## config.mk

```make
export PLATFORM = sky130hd
export DESIGN_NAME = mem_arbiter
export DESIGN_NICKNAME = d
export VERILOG_FILES = /design/src/rtl/mem_arbiter_pkg.sv /design/src/rtl/mem_arbiter_watchdog.sv /design/src/rtl/mem_arbiter.sv
export SDC_FILE = /design/constraint.sdc
export NUM_CORES = 1
export LEC_CHECK = 0
export ABC_CLOCK_PERIOD_IN_PS = 1800
export CORE_ASPECT_RATIO = 0.5
export CORE_MARGIN = 10
export CORE_UTILIZATION = 36
export CTS_BUF_LIST = sky130_fd_sc_hd__clkbuf_16
export DETAILED_ROUTE_END_ITERATION = 6
export HOLD_SLACK_MARGIN = 0.12
export PLACE_DENSITY_LB_ADDON = 0.3
export REMOVE_ABC_BUFFERS = 1
export SKIP_CTS_REPAIR_TIMING = 1
export SLEW_MARGIN = 5
export SYNTH_ARGS = -nofsm -noshare
export SYNTH_HDL_FRONTEND = slang
export SYNTH_SLANG_ARGS = --single-unit
```

## constraint.sdc

```tcl
create_clock -name clk -period 1.8 [get_ports clk]
set_clock_uncertainty 0.15 [all_clocks]
set_input_delay 0.36 -clock clk [delete_from_list [all_inputs] [get_ports clk]]
set_output_delay 0.36 -clock clk [all_outputs]
set_load 0.005 [all_outputs]
```

## src/rtl/mem_arbiter_pkg.sv

```systemverilog
// Shared CPU definitions: arbiter state/owner types, memory read type codes
// and the default transfer timeout.
package mem_arbiter_pkg;

  typedef enum logic [1:0] {
    IDLE  = 2'd0,
    GRANT = 2'd1,
    DONE  = 2'd2
  } arb_state_t;

  typedef enum logic {
    OWNER_CPU = 1'b0,
    OWNER_PNL = 1'b1
  } owner_t;

  // Read type codes; with DATA_READ = 1 an idle bus naturally shows 0.
  localparam logic DATA_READ   = 1'b1;
  localparam logic INSTR_FETCH = 1'b0;

  localparam int unsigned TIMEOUT_CYCLES_DEFAULT = 16;

endpackage

```

## src/rtl/mem_arbiter_watchdog.sv

```systemverilog
// GRANT-cycle counter: counts while run is high, flags the last allowed cycle.
module bus_watchdog
  import mem_arbiter_pkg::*;
#(
  parameter int unsigned TIMEOUT_CYCLES = TIMEOUT_CYCLES_DEFAULT
) (
  input  logic clk,
  input  logic reset,
  input  logic run,
  input  logic clear,
  output logic expired
);

  logic [7:0] count_q, count_d;

  always_comb begin
    count_d = count_q;
    if (clear) begin
      count_d = '0;
    end else if (run && (count_q != 8'hFF)) begin
      count_d = count_q + 8'd1;
    end
  end

  always_ff @(posedge clk) begin
    if (reset) begin
      count_q <= '0;
    end else begin
      count_q <= count_d;
    end
  end

  // count_q holds (GRANT cycles so far - 1), so this is high in the last allowed cycle.
  assign expired = run && (count_q == 8'(TIMEOUT_CYCLES - 1));

endmodule

```

## src/rtl/mem_arbiter.sv

```systemverilog
// Two-requester (CPU / front panel) memory arbiter with round-robin priority,
// one transfer at a time, and a watchdog that aborts stalled transfers.
module mem_arbiter
  import mem_arbiter_pkg::*;
#(
  parameter int unsigned TIMEOUT_CYCLES = TIMEOUT_CYCLES_DEFAULT
) (
  input  logic        clk,
  input  logic        reset,
  input  logic        cpu_req,
  input  logic        cpu_we,
  input  logic        cpu_read_type,
  input  logic [11:0] cpu_addr,
  input  logic [11:0] cpu_wdata,
  output logic        cpu_done,
  output logic [11:0] cpu_rdata,
  input  logic        pnl_req,
  input  logic        pnl_we,
  input  logic [11:0] pnl_addr,
  input  logic [11:0] pnl_wdata,
  output logic        pnl_done,
  output logic [11:0] pnl_rdata,
  output logic        mem_read_enable,
  output logic        mem_write_enable,
  output logic        mem_read_type,
  output logic [11:0] mem_address,
  output logic [11:0] mem_write_data,
  input  logic [11:0] mem_read_data,
  input  logic        mem_finished,
  output logic        owner,
  output logic        bus_error
);

  arb_state_t  state_q, state_d;
  owner_t      owner_q, owner_d;
  logic        rd_en_q, rd_en_d;
  logic        wr_en_q, wr_en_d;
  logic        rtype_q, rtype_d;
  logic [11:0] addr_q, addr_d;
  logic [11:0] wdata_q, wdata_d;
  logic [11:0] cpu_rdata_q, cpu_rdata_d;
  logic [11:0] pnl_rdata_q, pnl_rdata_d;
  logic        cpu_done_q, cpu_done_d;
  logic        pnl_done_q, pnl_done_d;
  logic        bus_error_q, bus_error_d;
  logic        prefer_pnl_q, prefer_pnl_d;

  logic in_grant;
  logic expired;
  logic win_pnl;
  logic finish;

  assign in_grant = (state_q == GRANT);
  assign finish   = in_grant && (mem_finished || expired);
  // Panel wins when alone, or when both ask and the CPU was served last.
  assign win_pnl  = pnl_req && (!cpu_req || prefer_pnl_q);

  bus_watchdog #(
    .TIMEOUT_CYCLES(TIMEOUT_CYCLES)
  ) u_watchdog (
    .clk    (clk),
    .reset  (reset),
    .run    (in_grant),
    .clear  (!in_grant),
    .expired(expired)
  );

  always_ff @(posedge clk) begin
    if (reset) begin
      state_q <= IDLE;
    end else begin
      state_q <= state_d;
    end
  end

  always_comb begin
    state_d = state_q;
    unique case (state_q)
      IDLE:    if (cpu_req || pnl_req) state_d = GRANT;
      GRANT:   if (finish) state_d = DONE;
      DONE:    state_d = IDLE;
      default: state_d = IDLE;
    endcase
  end

  always_comb begin
    owner_d      = owner_q;
    rd_en_d      = rd_en_q;
    wr_en_d      = wr_en_q;
    rtype_d      = rtype_q;
    addr_d       = addr_q;
    wdata_d      = wdata_q;
    cpu_rdata_d  = cpu_rdata_q;
    pnl_rdata_d  = pnl_rdata_q;
    cpu_done_d   = 1'b0;
    pnl_done_d   = 1'b0;
    bus_error_d  = bus_error_q;
    prefer_pnl_d = prefer_pnl_q;

    if ((state_q == IDLE) && (cpu_req || pnl_req)) begin
      owner_d      = win_pnl ? OWNER_PNL : OWNER_CPU;
      prefer_pnl_d = !win_pnl;
      if (win_pnl) begin
        rd_en_d = !pnl_we;
        wr_en_d = pnl_we;
        rtype_d = pnl_we ? 1'b0 : DATA_READ;
        addr_d  = pnl_addr;
        wdata_d = pnl_wdata;
      end else begin
        rd_en_d = !cpu_we;
        wr_en_d = cpu_we;
        rtype_d = cpu_we ? 1'b0 : cpu_read_type;
        addr_d  = cpu_addr;
        wdata_d = cpu_wdata;
      end
    end

    if (finish) begin
      rd_en_d = 1'b0;
      wr_en_d = 1'b0;
      rtype_d = 1'b0;
      if (owner_q == OWNER_PNL) pnl_done_d = 1'b1;
      else                      cpu_done_d = 1'b1;
      // A real completion beats a coinciding timeout.
      if (mem_finished) begin
        if (rd_en_q) begin
          if (owner_q == OWNER_PNL) pnl_rdata_d = mem_read_data;
          else                      cpu_rdata_d = mem_read_data;
        end
      end else begin
        bus_error_d = 1'b1;
        if (owner_q == OWNER_PNL) pnl_rdata_d = '0;
        else                      cpu_rdata_d = '0;
      end
    end
  end

  always_ff @(posedge clk) begin
    if (reset) begin
      owner_q      <= OWNER_CPU;
      rd_en_q      <= 1'b0;
      wr_en_q      <= 1'b0;
      rtype_q      <= 1'b0;
      addr_q       <= '0;
      wdata_q      <= '0;
      cpu_rdata_q  <= '0;
      pnl_rdata_q  <= '0;
      cpu_done_q   <= 1'b0;
      pnl_done_q   <= 1'b0;
      bus_error_q  <= 1'b0;
      prefer_pnl_q <= 1'b0;
    end else begin
      owner_q      <= owner_d;
      rd_en_q      <= rd_en_d;
      wr_en_q      <= wr_en_d;
      rtype_q      <= rtype_d;
      addr_q       <= addr_d;
      wdata_q      <= wdata_d;
      cpu_rdata_q  <= cpu_rdata_d;
      pnl_rdata_q  <= pnl_rdata_d;
      cpu_done_q   <= cpu_done_d;
      pnl_done_q   <= pnl_done_d;
      bus_error_q  <= bus_error_d;
      prefer_pnl_q <= prefer_pnl_d;
    end
  end

  assign mem_read_enable  = rd_en_q;
  assign mem_write_enable = wr_en_q;
  assign mem_read_type    = rtype_q;
  assign mem_address      = addr_q;
  assign mem_write_data   = wdata_q;
  assign cpu_rdata        = cpu_rdata_q;
  assign pnl_rdata        = pnl_rdata_q;
  assign cpu_done         = cpu_done_q;
  assign pnl_done         = pnl_done_q;
  assign owner            = owner_q;
  assign bus_error        = bus_error_q;

endmodule
```

Yosys cells after proc, flatten, opt, wreduce, memory -nomap -nowiden
Cells that the tools add are included.
{ "op_classes": {"n_addsub": 1, "n_eq_ne": 9, "n_mux": 21, "bitwise_logic": 3, "n_reduce_logical": 21} }
{ "ops": {"columns": ["operator", "n"], "rows": [
  ["$mux 12", 10],
  ["$add 8x1->8 const B", 1],
  ["$eq 8x4->1 const B", 1],
  ["$mux 1", 8],
  ["$ne 2x2->1 const B", 4],
  ["$ne 8x8->1 const B", 1],
  ["$reduce_and 4->1", 2],
  ["$reduce_or 2->1", 3],
  ["$logic_and 1x1->1", 5],
  ["$logic_not 1->1", 4],
  ["$mux 2", 2],
  ["$ne 2x1->1 const B", 2],
  ["$pmux 2 s2", 1],
  ["$reduce_and 2->1", 2],
  ["$logic_or 1x1->1", 3],
  ["$not 1->1", 3],
  ["$eq 2x1->1 const B", 1],
  ["$logic_not 2->1", 1],
  ["$reduce_bool 2->1", 1]
]} }
{ "word_totals": {"reg_bits": 66, "output_inout_bits": 55, "wordCells": 69} }

Logic depth before layout (Yosys ltp)
{ "logic_depth": {"ltp_word": 6, "mapped_depth": 6} }

Modules after synthesis
From an unflattened synthesis, not the netlist that was laid out.
{ "hier_totals": {"cells_unflattened": 314, "hier_area_um2": 2821.5} }
{ "modules_own_cells": {"columns": ["mod", "instances", "cells_each", "area_per_inst_um2", "seq_area_each_um2"], "rows": [
  ["mem_arbiter", 1, 266, 2413.6, 1161.1],
  ["bus_watchdog", 1, 48, 407.9, 160.2]
]} }

Least setup slack after synthesis
Ideal clock, no wire load.
{ "synth_timing": {"kind": "register to register", "start": "reg u_watchdog.count_q[6]", "end": "reg pnl_rdata_q[0], in the netlist pnl_rdata[0]", "arrival_ps": 1520, "slack_ps": 12, "path_stages_with_launch": 6, "n_path_buf": 1, "synth_period_minus_slack_ps": 1788, "cell_sequence": "dfxtp_1 -> or4_4 -> o31ai_4 -> a21oi_2 -> buf_6 -> a32o_1"} }
{ "synth_between": {"elab_chain_len": 5} }
{ "synth_rtl": {"columns": ["element", "line", "rtl"], "rows": [
  ["start, declared", "mem_arbiter_watchdog.sv:14", "logic [7:0] count_q, count_d;"],
  ["start signal, assigned", "mem_arbiter_watchdog.sv:29", "count_q <= count_d;"],
  ["$eq 8x4->1", "mem_arbiter_watchdog.sv:34", "assign expired = run && (count_q == 8'(TIMEOUT_CYCLES - 1));"],
  ["$logic_and 1x1->1", "mem_arbiter_watchdog.sv:34", null],
  ["$logic_or 1x1->1", "mem_arbiter.sv:54", "assign finish = in_grant && (mem_finished || expired);"],
  ["$logic_and 1x1->1", "mem_arbiter.sv:54", null],
  ["$reduce_and 4->1 (no line)", null, null],
  ["end signal, assigned", "mem_arbiter.sv:160", "pnl_rdata_q <= pnl_rdata_d;"],
  ["end, declared", "mem_arbiter.sv:42", "logic [11:0] pnl_rdata_q, pnl_rdata_d;"]
]} }
Every way passes these cells.
A chain may end at the register's enable or synchronous reset.

Worst setup path after layout
{ "layout_timing": {"start": "reg u_watchdog.count_q[7]", "end": "reg pnl_rdata_q[3], in the netlist pnl_rdata[3]"} }
Same word-level chain as after synthesis.

==> flow_summary_export.csv <==
group,metric,value,unit
global_routing,grt_start_max_net_pins,27,
yosys,synth_ff_type,"sky130_fd_sc_hd__dfxtp_1",
route,drt-wirelength-per-cell,17.9,um
route,vias_per_cell,5.39,
setup_path,req_time_crit_path,1.86,ns
yosys,yosys.area.top_type,"sky130_fd_sc_hd__dfxtp_1",
yosys,postSynth.asyncResetShare,0,%
status,run_status,"complete, but fails checks",
yosys,yosysWarnings,0,
timing,max-slew-margin-rel,66.0,%
floorplan,core-area,0.00665,mm2
timing,grt_setup_unrepaired,"true",
yosys,yosys.area_share.simple,14.3,%
cells_and_area,multi_input_comb_area,0.00109,mm2
yosys,synth_xor_area_share,0.715,%
yosys,postSynthRegisterBits,66,
floorplan,die_boundary_height,78.3,um
clocking,tritoncts,"done",
setup_path,endpoint,"pnl_rdata[3]",
pwr,share_clk_of_total_power,50.5,%
cells_and_area,final_layout_size_suffix_gt1_share,12.6,%
yosys,fraction_of_the_mapped_netlist_area_in_compound_gates,26.3,%
floorplan,die_area,0.0107,mm2
global_routing,via_count_of_the_first_global_routing_pass,2459,
yosys,area_of_the_mapped_netlist,0.00245,mm2
setup_path,worst-path-max-fanout,6,
clocking,tritoncts_num_sinks,66,
yosys,synth-seq-area-share,53.9,%
timing,finalSetupViolations,24,
place,dp_hpwl,6.22,mm
clocking,clock_path_buffers,2,
cells_and_area,seqCellArea,0.00132,mm2
cells_and_area,flow.area_growth_from_synthesis,77.6,%
yosys,synth-edff-count,0,
floorplan,die_x,137,um
place,numPlacedInstances,452,
place,gp_congestion,0.789,
yosys,count_of_mapped_cells_out_of_synthesis,240,
clocking,clkSlewWorstSetupHoldPaths,0.06,ns
cells_and_area,antenna_cells_inserted,0,
pwr,pwr-share-seq,35.1,%
timing,post-route-period-util,106,%
timing,timing.final.hold_violations,0,
setup_path,cp-startpoint,"u_watchdog.count_q[7]",
timing,setup_ws,-0.102,ns
route,detail_route.drc_violations,0,
pwr,power-per-cell-area,1030,mW/mm2
global_routing,grt_antenna_before_repair,0,
clocking,clkLatencyLatePin,0.32,ns
timing,max_clock_freq,526,MHz
yosys,synth.top_cells.by_area,"sky130_fd_sc_hd__dfxtp_1, sky130_fd_sc_hd__a222oi_1, sky130_fd_sc_hd__a32o_1",
route,drt_iter0_markers,186,
clocking,clock-root-buffer,"sky130_fd_sc_hd__clkbuf_16",
setup_path,worst_setup_path_start_kind,"register",
yosys,netlist.area_leader.share,53.9,%
cells_and_area,finalNetCount,444,
setup_path,end_kind,"register",
clocking,cts_buffers,9,
floorplan,rows,21,
timing,setup_total_negative_slack,-1.59,ns
timing,worst-slew-pin-transition,0.508,ns
route,drt_wl_total,8.47,mm
cells_and_area,finished_layout_cells,472,
route,via_count,2546,
job,maxCapViolations,0,
setup_path,timing.reg2reg.setup_slack,-0.10,ns
yosys,yosys.area_share.adder,0.511,%
route,drt_first_pass_iters,5,
cells_and_area,finalCoreUtilization,65.4,%
route,final_antenna_net_count,0,
pwr,power.net_switching,943,uW
pwr,power.switching_fraction,21.0,%
setup_path,crit_arrival,1.97,ns
global_routing,global_route_congestion_overflow_total,0,
setup_path,worstSetupPathType,"register to register",
yosys,post_synth_mux_area_share,0.409,%
place,io_port_bufs,122,
pwr,p_int,3550,uW
global_routing,wire_length_of_the_first_global_routing_pass,12.5,mm
cells_and_area,filler_cell_count,507,
global_routing,grt_usage,14.7,%
floorplan,initial_utilization,36.9,%
timing,final_period_minus_worst_setup_slack,1.90,ns
yosys,post_synth.cell_area_avg,10.2,um2
yosys,main_combinational_cell_family_by_area_after_synthesis,"compound AO/OA/AOI/OAI gates",
place,dp_worst_setup_slack,-0.288,ns
pwr,power.combinational.fraction,14.4,%
setup_path,timing.reg2reg.worst_path_depth,5,
pwr,leakage,0.00162,uW
yosys,synth.lib_cells_used.distinct,31,
worst_hold_path,worst_hold_path_type,"register to register",
floorplan,io_pins,123,
setup_path,worstReg2RegEnd,"pnl_rdata[3]",
clocking,cts-htree-levels,3,
status,failing_checks,"negative setup slack",
timing,final-max-slew-violation-count,0,
setup_path,critical_path.reg2reg.startpoint,"u_watchdog.count_q[7]",
pwr,maximum_vdd_drop,0.672,mV
cell usage after synthesis (all sizes together) (2+ instances only):
| cell type | instances |
|---|---|
| a32o | 24 |
| nor2 | 42 |
| nand2b | 4 |
| and3 | 4 |
| a21oi | 10 |
| o21ai | 6 |
| buf | 3 |
| nand2 | 9 |
| nor3b | 2 |
| a31oi | 2 |
| clkbuf | 17 |
| a222oi | 24 |
| nor3 | 5 |
| nand3 | 6 |
| xor2 | 2 |
| dfxtp | 66 |
| a211o | 2 |
| o31ai | 2 |
flip-flops by register name, summed over array words and instances (netlist names), 2 cells and up:
signal	cells
mem_address	12
cpu_rdata	12
state_q	2
pnl_rdata	12
u_watchdog.count_q	8
mem_write_data	12
metal layers:
metal  part of all wire (%)  track usage, %  up-vias
li1                       -               -     1209
met1                     38            14.8     1230
met2                     54            27.5       94
met3                    6.4            4.19       13
met4                    1.9            6.77        0
met5                      0               0        -
worst max-delay path, stage by stage (launching register included):
cell                      delay, ns
sky130_fd_sc_hd__dfxtp_2       0.32
sky130_fd_sc_hd__or4_4         0.55
sky130_fd_sc_hd__o31ai_4       0.23
sky130_fd_sc_hd__buf_6         0.18
sky130_fd_sc_hd__a21oi_4       0.10
sky130_fd_sc_hd__a32o_1        0.26
power groups by stage:
stage / clock network [uW] / registers, uW / logic, uW
after floorplan: 0 / 1610 / 199
after global placement: 0 / 1600 / 612
after detailed placement: 0 / 1610 / 625
after CTS: 2320 / 1580 / 629
after global routing: 2370 / 1590 / 694
final: 2270 / 1580 / 647
area by class of cell:
type | instances | share of cell area, %
Timing Repair Buffer | 142 | 32.8
Sequential cell | 66 | 30.4
Clock buffer | 9 | 5.18
Inverter | 1 | 0.0863
Clock inverter | 7 | 3.80
Tap cell | 92 | 2.65
Multi-Input combinational cell | 155 | 25.1
how the worst min path moves through the flow:
| stage | slack [ns] | startpoint | cells past startpoint | end |
|---|---|---|---|---|
| final | 0.31 | cpu_rdata[2] | 1 | cpu_rdata[2] |
| after global routing | 0.33 | pnl_rdata[9] | 1 | pnl_rdata[9] |
| after CTS | 0.32 | cpu_rdata[2] | 1 | cpu_rdata[2] |
| after detailed placement | 0.30 | mem_read_type | 2 | mem_read_type |
| after global placement | 0.30 | mem_read_type | 2 | mem_read_type |
| after floorplan | 0.28 | reset | 1 | state_q[0] |
cells in the final DEF (no fill, tap or decap), drive strengths merged, types with 6 or more instances in the layout:
cell | synthesis | final
clkdlybuf4s50 | 0 | 122
dfxtp | 66 | 66
nor2 | 42 | 42
a32o | 24 | 24
a222oi | 24 | 24
buf | 3 | 20
a21oi | 10 | 12
nand2 | 9 | 9
clkbuf | 17 | 9
nand3 | 6 | 6
o21ai | 6 | 6
logic make-up (layout without fill, tap and decap cells):
family / count (synthesis) / count (layout)
adder cells (fa/ha/maj): 1 / 1
XOR/XNOR: 2 / 2
multiplexers: 1 / 1
flip-flops: 66 / 66
AND/OR/NAND/NOR: 77 / 77
buffers and inverters: 21 / 159
AO/OA/AOI/OAI: 72 / 74
through the flow:
step | hold slack (ns) | instance area [um2] | total power, uW
6_report | 0.313 | 4350 | 4490
5_1_grt | 0.333 | 4350 | 4650
3_5_place_dp | 0.304 | 3880 | 2230
3_3_place_gp | 0.298 | 3880 | 2220
2_1_floorplan | 0.279 | 2360 | 1810
4_1_cts | 0.317 | 4270 | 4520
Note: power is estimated with default switching activity, not from simulation.
